===== src/rtl/capiano_pkg.sv =====
// rtl/capiano_pkg.sv - shared fetch FSM encoding and sample/word width constants
package capiano_pkg;

    localparam int SAMPLE_W = 16;
    localparam int WORD_W   = 2 * SAMPLE_W;

    typedef enum logic [2:0] {
        ST_IDLE,
        ST_REQ,
        ST_WAIT_ACK,
        ST_WAIT_DONE,
        ST_DRAIN
    } fetch_state_t;

endpackage


===== src/rtl/sample_fifo.sv =====
// rtl/sample_fifo.sv - synchronous word FIFO with flush and occupancy count
module sample_fifo #(
    parameter int DEPTH = 4,
    parameter int W     = 32
) (
    input  logic                   clk,
    input  logic                   rst,
    input  logic                   flush,
    input  logic                   push,
    input  logic [W-1:0]           push_data,
    input  logic                   pop,
    output logic [W-1:0]           head,
    output logic [$clog2(DEPTH):0] count
);
    localparam int AW = $clog2(DEPTH);
    localparam int CW = AW + 1;

    logic [W-1:0]  mem [DEPTH];
    logic [AW-1:0] wr_ptr;
    logic [AW-1:0] rd_ptr;

    always_ff @(posedge clk or negedge rst) begin
        if (!rst) begin
            wr_ptr <= '0;
            rd_ptr <= '0;
            count  <= '0;
        end else if (flush) begin
            wr_ptr <= '0;
            rd_ptr <= '0;
            count  <= '0;
        end else begin
            if (push) wr_ptr <= wr_ptr + 1'b1;
            if (pop)  rd_ptr <= rd_ptr + 1'b1;
            count <= count + CW'(push) - CW'(pop);
        end
    end

    // Storage is not reset; the consumer qualifies head with a nonzero count.
    always_ff @(posedge clk) begin
        if (push && !flush) mem[wr_ptr] <= push_data;
    end

    assign head = mem[rd_ptr];

endmodule


===== src/rtl/sample_fetch.sv =====
// rtl/sample_fetch.sv - SRAM sample fetcher feeding 16-bit samples; SAMPLE_FETCH_LOOP_EN enables looped playback
module sample_fetch
    import capiano_pkg::*;
#(
    parameter int ADDR_W     = 20,
    parameter int FIFO_DEPTH = 4
) (
    input  logic                clk,
    input  logic                rst,
    input  logic                start,
    input  logic                stop,
    input  logic [ADDR_W-1:0]   base_addr,
    input  logic [ADDR_W-1:0]   length,
    output logic                read,
    output logic                write,
    output logic [ADDR_W-1:0]   inp_addr,
    input  logic                workdone,
    input  logic [WORD_W-1:0]   out_data,
    input  logic                sample_req,
    output logic [SAMPLE_W-1:0] sample,
    output logic                sample_valid,
    output logic                busy,
    output logic                underrun
);
    localparam int CW = $clog2(FIFO_DEPTH) + 1;

    fetch_state_t      state;
    fetch_state_t      state_nxt;
    logic [ADDR_W-1:0] remaining;
    logic              half_q;
    logic              drain_low_q;
    logic              drain_pend_q;
    logic [CW-1:0]     fifo_count;
    logic [WORD_W-1:0] fifo_head;
    logic              start_ok;
    logic              space;
    logic              push;
    logic              pop;
    logic              take;
    logic              flush;
`ifdef SAMPLE_FETCH_LOOP_EN
    logic [ADDR_W-1:0] base_q;
    logic [ADDR_W-1:0] len_q;
`endif

    assign start_ok     = (state == ST_IDLE) && start && !stop && (length != '0);
    assign space        = fifo_count < CW'(FIFO_DEPTH);
    assign sample_valid = fifo_count != '0;
    assign flush        = start_ok || (state == ST_DRAIN);
    assign take         = sample_req && sample_valid && !flush;
    assign pop          = take && half_q;
    assign busy         = state != ST_IDLE;
    assign write        = 1'b0;
    assign sample       = !sample_valid ? '0 :
                          half_q ? fifo_head[WORD_W-1:SAMPLE_W] : fifo_head[SAMPLE_W-1:0];

    always_comb begin
        state_nxt = state;
        read      = 1'b0;
        push      = 1'b0;
        case (state)
            ST_IDLE: begin
                if (start_ok) state_nxt = ST_REQ;
            end
            ST_REQ: begin
                if (stop) begin
                    state_nxt = ST_DRAIN;
                end else if (space) begin
                    read      = 1'b1;
                    state_nxt = ST_WAIT_ACK;
                end
            end
            ST_WAIT_ACK: begin
                read = 1'b1;
                if (stop)           state_nxt = ST_DRAIN;
                else if (!workdone) state_nxt = ST_WAIT_DONE;
            end
            ST_WAIT_DONE: begin
                if (stop) begin
                    state_nxt = ST_DRAIN;
                end else if (workdone) begin
                    push = 1'b1;
`ifdef SAMPLE_FETCH_LOOP_EN
                    state_nxt = ST_REQ;
`else
                    state_nxt = (remaining == ADDR_W'(1)) ? ST_IDLE : ST_REQ;
`endif
                end
            end
            ST_DRAIN: begin
                if (!drain_pend_q || (!drain_low_q && workdone)) state_nxt = ST_IDLE;
            end
            default: state_nxt = ST_IDLE;
        endcase
    end

    always_ff @(posedge clk or negedge rst) begin
        if (!rst) begin
            state        <= ST_IDLE;
            inp_addr     <= '0;
            remaining    <= '0;
            half_q       <= 1'b0;
            underrun     <= 1'b0;
            drain_low_q  <= 1'b0;
            drain_pend_q <= 1'b0;
`ifdef SAMPLE_FETCH_LOOP_EN
            base_q       <= '0;
            len_q        <= '0;
`endif
        end else begin
            state <= state_nxt;
            if (start_ok) begin
                inp_addr  <= base_addr;
                remaining <= length;
`ifdef SAMPLE_FETCH_LOOP_EN
                base_q    <= base_addr;
                len_q     <= length;
`endif
            end else if (push) begin
                inp_addr  <= inp_addr + 1'b1;
                remaining <= remaining - 1'b1;
`ifdef SAMPLE_FETCH_LOOP_EN
                if (remaining == ADDR_W'(1)) begin
                    inp_addr  <= base_q;
                    remaining <= len_q;
                end
`endif
            end

            if (flush)     half_q <= 1'b0;
            else if (take) half_q <= ~half_q;

            if (start_ok)                                  underrun <= 1'b0;
            else if (sample_req && !sample_valid && busy) underrun <= 1'b1;

            // A request seen in WAIT_ACK may not have dropped workdone yet, so drain waits low-then-high.
            if (state != ST_DRAIN && state_nxt == ST_DRAIN) begin
                drain_low_q  <= (state == ST_WAIT_ACK) && workdone;
                drain_pend_q <= (state == ST_WAIT_ACK) || ((state == ST_WAIT_DONE) && !workdone);
            end else if (!workdone) begin
                drain_low_q  <= 1'b0;
            end
        end
    end

    sample_fifo #(
        .DEPTH(FIFO_DEPTH),
        .W    (WORD_W)
    ) u_fifo (
        .clk      (clk),
        .rst      (rst),
        .flush    (flush),
        .push     (push),
        .push_data(out_data),
        .pop      (pop),
        .head     (fifo_head),
        .count    (fifo_count)
    );

endmodule


===== config.mk =====
export PLATFORM = sky130hd
export DESIGN_NAME = sample_fetch
export DESIGN_NICKNAME = d
export VERILOG_FILES = /design/src/rtl/capiano_pkg.sv /design/src/rtl/sample_fifo.sv /design/src/rtl/sample_fetch.sv
export SDC_FILE = /design/constraint.sdc
export NUM_CORES = 1
export LEC_CHECK = 0
export CELL_PAD_IN_SITES_DETAIL_PLACEMENT = 0
export CELL_PAD_IN_SITES_GLOBAL_PLACEMENT = 2
export CORE_MARGIN = 2
export CORE_UTILIZATION = 44
export DETAILED_ROUTE_END_ITERATION = 16
export DONT_BUFFER_PORTS = 1
export GPL_ROUTABILITY_DRIVEN = 0
export PLACE_DENSITY = 0.91
export SLEW_MARGIN = 10
export SYNTH_ARGS = -nofsm -noshare
export SYNTH_HDL_FRONTEND = slang
export SYNTH_SLANG_ARGS = --single-unit

===== constraint.sdc =====
create_clock -name clk -period 3.5 [get_ports clk]
set_input_delay 0.7 -clock clk [delete_from_list [all_inputs] [get_ports clk]]
set_output_delay 0.7 -clock clk [all_outputs]
set_load 0.1 [all_outputs]

==> run metrics, run 1 <==
Num CTS Buffers 17; post-synthesis mux area share 11.1%; post-synthesis compound-gate area fraction under 10%; initial antenna violation count 0; Min Clock Period, post-route roughly 3100 ps; number of top-level pins between 100 and 150; vias in the first global route a little over 5,000; Adder-Cell Fraction of Synth Area around 1.7%; Clock Path Buffers 2; Final Hold Viols 0; simple-gate share of the synthesized area 10.8%; number of flops mapped to enable cells by yosys 128; critical path's most frequent cell buf_4; Achievable Freq between 300 and 400 MHz; total negative slack 0 ps; Clock Pin Slew Worst Setup and Hold Paths around 70 ps; maximum VDD drop roughly 0.00038 V; Leak Pwr approximately 3.1 nW; Setup Skew 11.7 ps; largest net degree at the start of global routing 55; # setup viols final 0; status complete, no violations; M2 GR Usage 31.4%; # diodes 0; most area-consuming cells after synthesis edfxtp_1 (48%), dfrtp_1 (17%), mux4_2 (9.1%); clk_lat worst skew 440 ps; syn_nets 652; largest family of logic cells by synthesized area multiplexers; non-filler instance count after layout about 850; dpl hpwl 11,400 µm; num rows 49; die footprint approximately 0.019 mm²; Post-CTS Setup Bufs 0; Critical Path Fanout Max 14; Hold/Removal Path Class primary input to async pin; critical path class register to primary output; Crit path required time between 2000 and 3000 ps; GR peak layer met2; async set-reset flop share out of synthesis between 20 and 30%; WL/cell 20.5 µm; 1st-iter DRT viols 345; Critical Path Slowest Stage Cell dfrtp_2; GR met3 Demand/Resource roughly 6.6%; total grt overflow 0; DRT Wirelength around 17,000 µm; Die Ht approximately 140 µm; Cells after Synth between 500 and 600; core area between 0.015 and 0.02 mm²; Worst Setup Slack, final between 300 and 400 ps; synthesized area per cell about 14 µm²; met1 usage ~23%; router iterations before antenna repair 6; critical path arrival roughly 2400 ps; Root Driver clkbuf_16; cells along the critical path buf_4 > mux4_2 > mux2i_1 > nor2_2 > buf_4; Vias/cell between 5 and 6; DRC Markers 0; RSZ-0062 raised after global routing no; endpoint class of the critical path primary output; worst-case reg-to-reg path depth 13; Via Count between 4,000 and 5,000; Seq/Total Area, Yosys 65.4%; post-synthesis register bit count ~180; htree depth 4; share of cells above drive strength 1 between 20 and 25%; CTS tree yes; Syn-to-layout area delta 15.4%; Reg2Reg Capture Point u_fifo.count[2]; Max-Cap Viols 0; fin crit share 89.8%; fin nets approximately 700; Inst Count DP 814; clk sink count 182; starting density of the core between 40% and 50%; total power draw about 7 mW; Placement Setup Slack approximately 480 ps; Worst Tran Pin Value 1070 ps; Slew Viols, Final 0; critical path startpoint category register; chip width 138 µm; Cell Area, Synth 0.00795 mm²; gr usage total roughly a fifth; Pwr per Cell Area 765 mW/mm²; largest area contributor in the netlist edfxtp_1; Reg2Reg Launch Point u_fifo.count[2]; Post-Synth XOR/XNOR Area roughly 1.8%; first-pass GRT wire length 27,600 µm; setup slack, reg-to-reg 780 ps; Max transition margin between 20% and 30%; Post-DRT Antenna Nets 0; Buffers on Ports 0; Yosys cell types 48; top cell type's share of synthesized area about half; most common cell after layout, fill and taps aside edfxtp_1; hold slack final just over 100 ps; crit-path max cell delay 670 ps; Most used DFF post-synth edfxtp_1; most frequent cells in the layout edfxtp_1 (128), nand2_1 (53), dfrtp_1 (53); Yosys warnings 0; post-CTS resize count 0
==> synthesized netlist by cell type (3+ instances only) <==
library cell	instances
or4_1	3
o21ai_0	32
o211ai_1	16
buf_2	3
buf_1	3
xnor2_1	8
nand4_1	10
or3_1	5
mux4_2	32
a21oi_1	9
edfxtp_1	128
and3_1	8
nand3_1	20
nor3_1	16
xor2_1	8
or4_4	3
ha_1	9
inv_1	11
nor4_1	9
nand2_1	53
a31oi_1	6
dfrtp_1	54
o311ai_0	11
clkbuf_1	22
nor2_1	43
mux2i_1	16
==> metrics by stage <==
stage               instance area, µm²  utilization (%)
finish                            9170             51.4
global route                      9170             51.4
CTS                               9170             51.4
detailed placement                8550             47.9
global placement                  8550             47.9
floorplan                         7950                -
==> cell type report <==
type | count | area (µm²)
Sequential cell | 182 | 5200
Tap cell | 229 | 287
Fill cell | 1444 | 8670
Timing Repair Buffer | 51 | 415
Clock inverter | 15 | 165
Multi-Input combinational cell | 341 | 2640
Clock buffer | 17 | 425
Inverter | 12 | 45.0
==> how the worst max path moves through the flow <==
| stage | startpoint | endpoint | slack, ps | depth (start not counted) |
|---|---|---|---|---|
| after global placement | length[11] | u_fifo.count[2] | 530 | 13 |
| final | u_fifo.rd_ptr[0] | sample[3] | 360 | 5 |
| after CTS | u_fifo.rd_ptr[0] | sample[3] | 280 | 5 |
| after detailed placement | length[11] | u_fifo.count[2] | 480 | 13 |
| after global routing | u_fifo.rd_ptr[0] | sample[3] | 210 | 5 |
| after floorplan | u_fifo.rd_ptr[0] | sample[10] | 30 | 5 |
==> registers in the layout, summed over array words and instances (netlist names) <==
name,flops
drain_low_q,1
drain_pend_q,1
half_q,1
inp_addr,20
remaining,20
state,3
u_fifo.count,3
u_fifo.mem,128
u_fifo.rd_ptr,2
u_fifo.wr_ptr,2
underrun,1
==> routing by layer <==
layer  share of wire (%)  vias to the layer above
met5                   0                        -
met2                  50                      163
met1                  41                     2463
li1                    -                     2258
met3                 7.1                       19
met4                 1.3                        0
==> power breakdown <==
part,internal [mW],leakage (nW),switching (mW)
Clock,0.968,0.294,0.910
Combinational,0.524,1.01,1.65
Sequential,2.56,1.83,0.412
Total,4.05,3.14,2.97
==> critical path: cells and delay by family (launching register included) <==
kind	cells	cell delay, ps
flip-flops	1	670
multiplexers	2	760
buffers and inverters	2	520
AND/OR/NAND/NOR	1	60
==> timing repair <==
action	CTS	global route
setup endpoints to repair	0	0
endpoints found under the hold margin	54	0
hold buffers	1	0
==> logic make-up after synthesis <==
logic type | Yosys count
AOI/OAI and AO/OA | 88
xor gates and xnor gates | 16
adders and majority gates | 10
buffers and inverters | 41
DFF | 182
muxes | 48
other | 1
and+or+nand+nor | 178
(Power assumes the default switching activity.)
==> run 2: changes to the inputs <==
--- a/config.mk
+++ b/config.mk
@@ -13,6 +13,7 @@
 export DONT_BUFFER_PORTS = 1
 export GPL_ROUTABILITY_DRIVEN = 0
 export PLACE_DENSITY = 0.91
+export RECOVER_POWER = 50
 export SLEW_MARGIN = 10
 export SYNTH_ARGS = -nofsm -noshare
 export SYNTH_HDL_FRONTEND = slang
==> run 2 against run 1 <==
- the flow now finishes with violations (max-capacitance violations, max-slew violations)
- sequential share of layout area up 0.26 points
- clock skew fell by 0.54 ps
- worst setup slack got worse by 63 ps
- die area did not move
==> run metrics, run 2 (synthesized netlist as in run 1, its figures left out) <==
Reg2Reg Launch Point inp_addr[11]; 1st-iter DRT viols 337; Finished Core Util 51.2%; Slew Viols, Final 55; clk sink count 182; chip width about 140 µm; Post-DRT Antenna Nets 0; Buffers on Ports 0; Max transition margin -71.0%; CP startpoint inp_addr[11]; initial antenna violation count 0; biggest regs u_fifo.mem: 128 flops, inp_addr: 20 flops, remaining: 20 flops; Max-Cap Viols 1; most common cell after layout, fill and taps aside edfxtp_1; Worst Tran Pin Value ~2600 ps; Clock Path Buffers 2; Num CTS Buffers 17; Achievable Freq 312 MHz; WL/cell a little over 20 µm; Vias/cell slightly below 6; total grt overflow 0; maximum VDD drop about 0.00038 V; clk_lat worst skew between 400 and 500 ps; Final Hold Viols 0; fin nets ~690; max reg flops around 130; core area ~0.018 mm²; Hold/Removal Path Class primary input to register; Via Count 4,902; share of cells above drive strength 1 a little over a fifth; Clock Pin Slew Worst Setup and Hold Paths around 80 ps; RSZ-0062 raised after global routing no; Setup Skew 11.1 ps; Pwr per Cell Area 764 mW/mm²; gr usage total about a fifth; vias in the first global route 5,138; # setup viols final 0; number of top-level pins roughly 120; worst-case reg-to-reg path depth 6; DRT Wirelength 17,300 µm; worst hold stages 1; total negative slack 0 ps; hold slack final around 340 ps; fin crit share 91.6%; first-pass GRT wire length ~28,000 µm; CTS tree yes; dpl hpwl between 10,000 and 15,000 µm; largest net degree at the start of global routing 55; Crit path required time between 3000 and 4000 ps; Critical Path Fanout Max 6; starting density of the core between 40 and 50%; Post-CTS Setup Bufs 0; Syn-to-layout area delta 14.9%; Leak Pwr 3.11 nW; htree depth 4; Min Clock Period, post-route ~3200 ps; area of the multi-input gates ~0.0026 mm²; critical path arrival 3460 ps; # diodes 0; status finished with violations; Largest Register u_fifo.mem; critical path class register to register; router iterations before antenna repair 4; most frequent cells in the layout edfxtp_1 (128), nand2_1 (53), dfrtp_1 (53); failing checks max-capacitance violations, max-slew violations; endpoint class of the critical path register; final-layout fill cell count approximately 1,500; Die Ht between 100 and 150 µm; total power draw approximately 7 mW; DRC Markers 0; critical path startpoint category register; num rows 49; Root Driver clkbuf_16; Hold Startpoint stop; register area 0.00520 mm²; die footprint around 0.019 mm²
==> run 2: cell types whose count changed in the layout (fill, tap and decap cells not counted) <==
cell / change
o21ai_0: +1
buf_16: -1
buf_4: -7
dlymetal6s4s_1: +1
clkbuf_1: +7
o21ai_1: -1
==> run 2: worst paths after layout <==
kind / endpoint / slack, ps
min reg2reg: drain_pend_q / 510
max: inp_addr[15] / 290
max in group asynchronous: u_fifo.rd_ptr[0] / 680
min in group asynchronous: remaining[0] / 1170
min: state[1] / 340
max reg2reg: inp_addr[15] / 290
==> run 2: routing by layer <==
metal | track usage [%] | part of all wire, % | vias up
met5 | 0 | 0 | -
met4 | 5.69 | 1.3 | 0
met3 | 6.58 | 7.3 | 18
met2 | 31.4 | 50 | 163
met1 | 22.7 | 41 | 2462
li1 | - | - | 2259
==> run 2: power breakdown <==
part | internal (mW) | leakage [nW] | switching [mW] | total [mW]
clock network | 0.968 | 0.294 | 0.910 | 1.88
logic | 0.489 | 0.987 | 1.64 | 2.13
registers | 2.56 | 1.83 | 0.412 | 2.97
==> run 2: repair_timing <==
item	in CTS	in global routing
hold endpoints to repair	54	0
hold buffers	1	0
resized for setup	0	0
==> run 2: layout make-up <==
class / count / share of cell area [%]
inverter: 12 / 0.493
multi-input combinational: 341 / 28.9
tap: 229 / 3.14
sequential: 182 / 56.9
clock buffer: 17 / 4.66
timing repair buffer: 51 / 4.10
clock inverter: 15 / 1.81
==> run 2: critical path, cell delays in order (launching register included) <==
cell and delay [ps]:
dfrtp_1 320, clkbuf_1 1010, nand3_1 210, nor4_1 920, a31oi_1 180, o21ai_0 210
o311ai_0 160
==> run 2: metrics by stage <==
stage | instance area [µm²] | setup slack [ps] | std cells
after global routing | 9130 | 116 | 847
after detailed placement | 8550 | 481 | 814
after global placement | 8550 | 531 | 814
final | 9130 | 294 | 847
after CTS | 9170 | 281 | 847
after floorplan | 7950 | 26.1 | 564
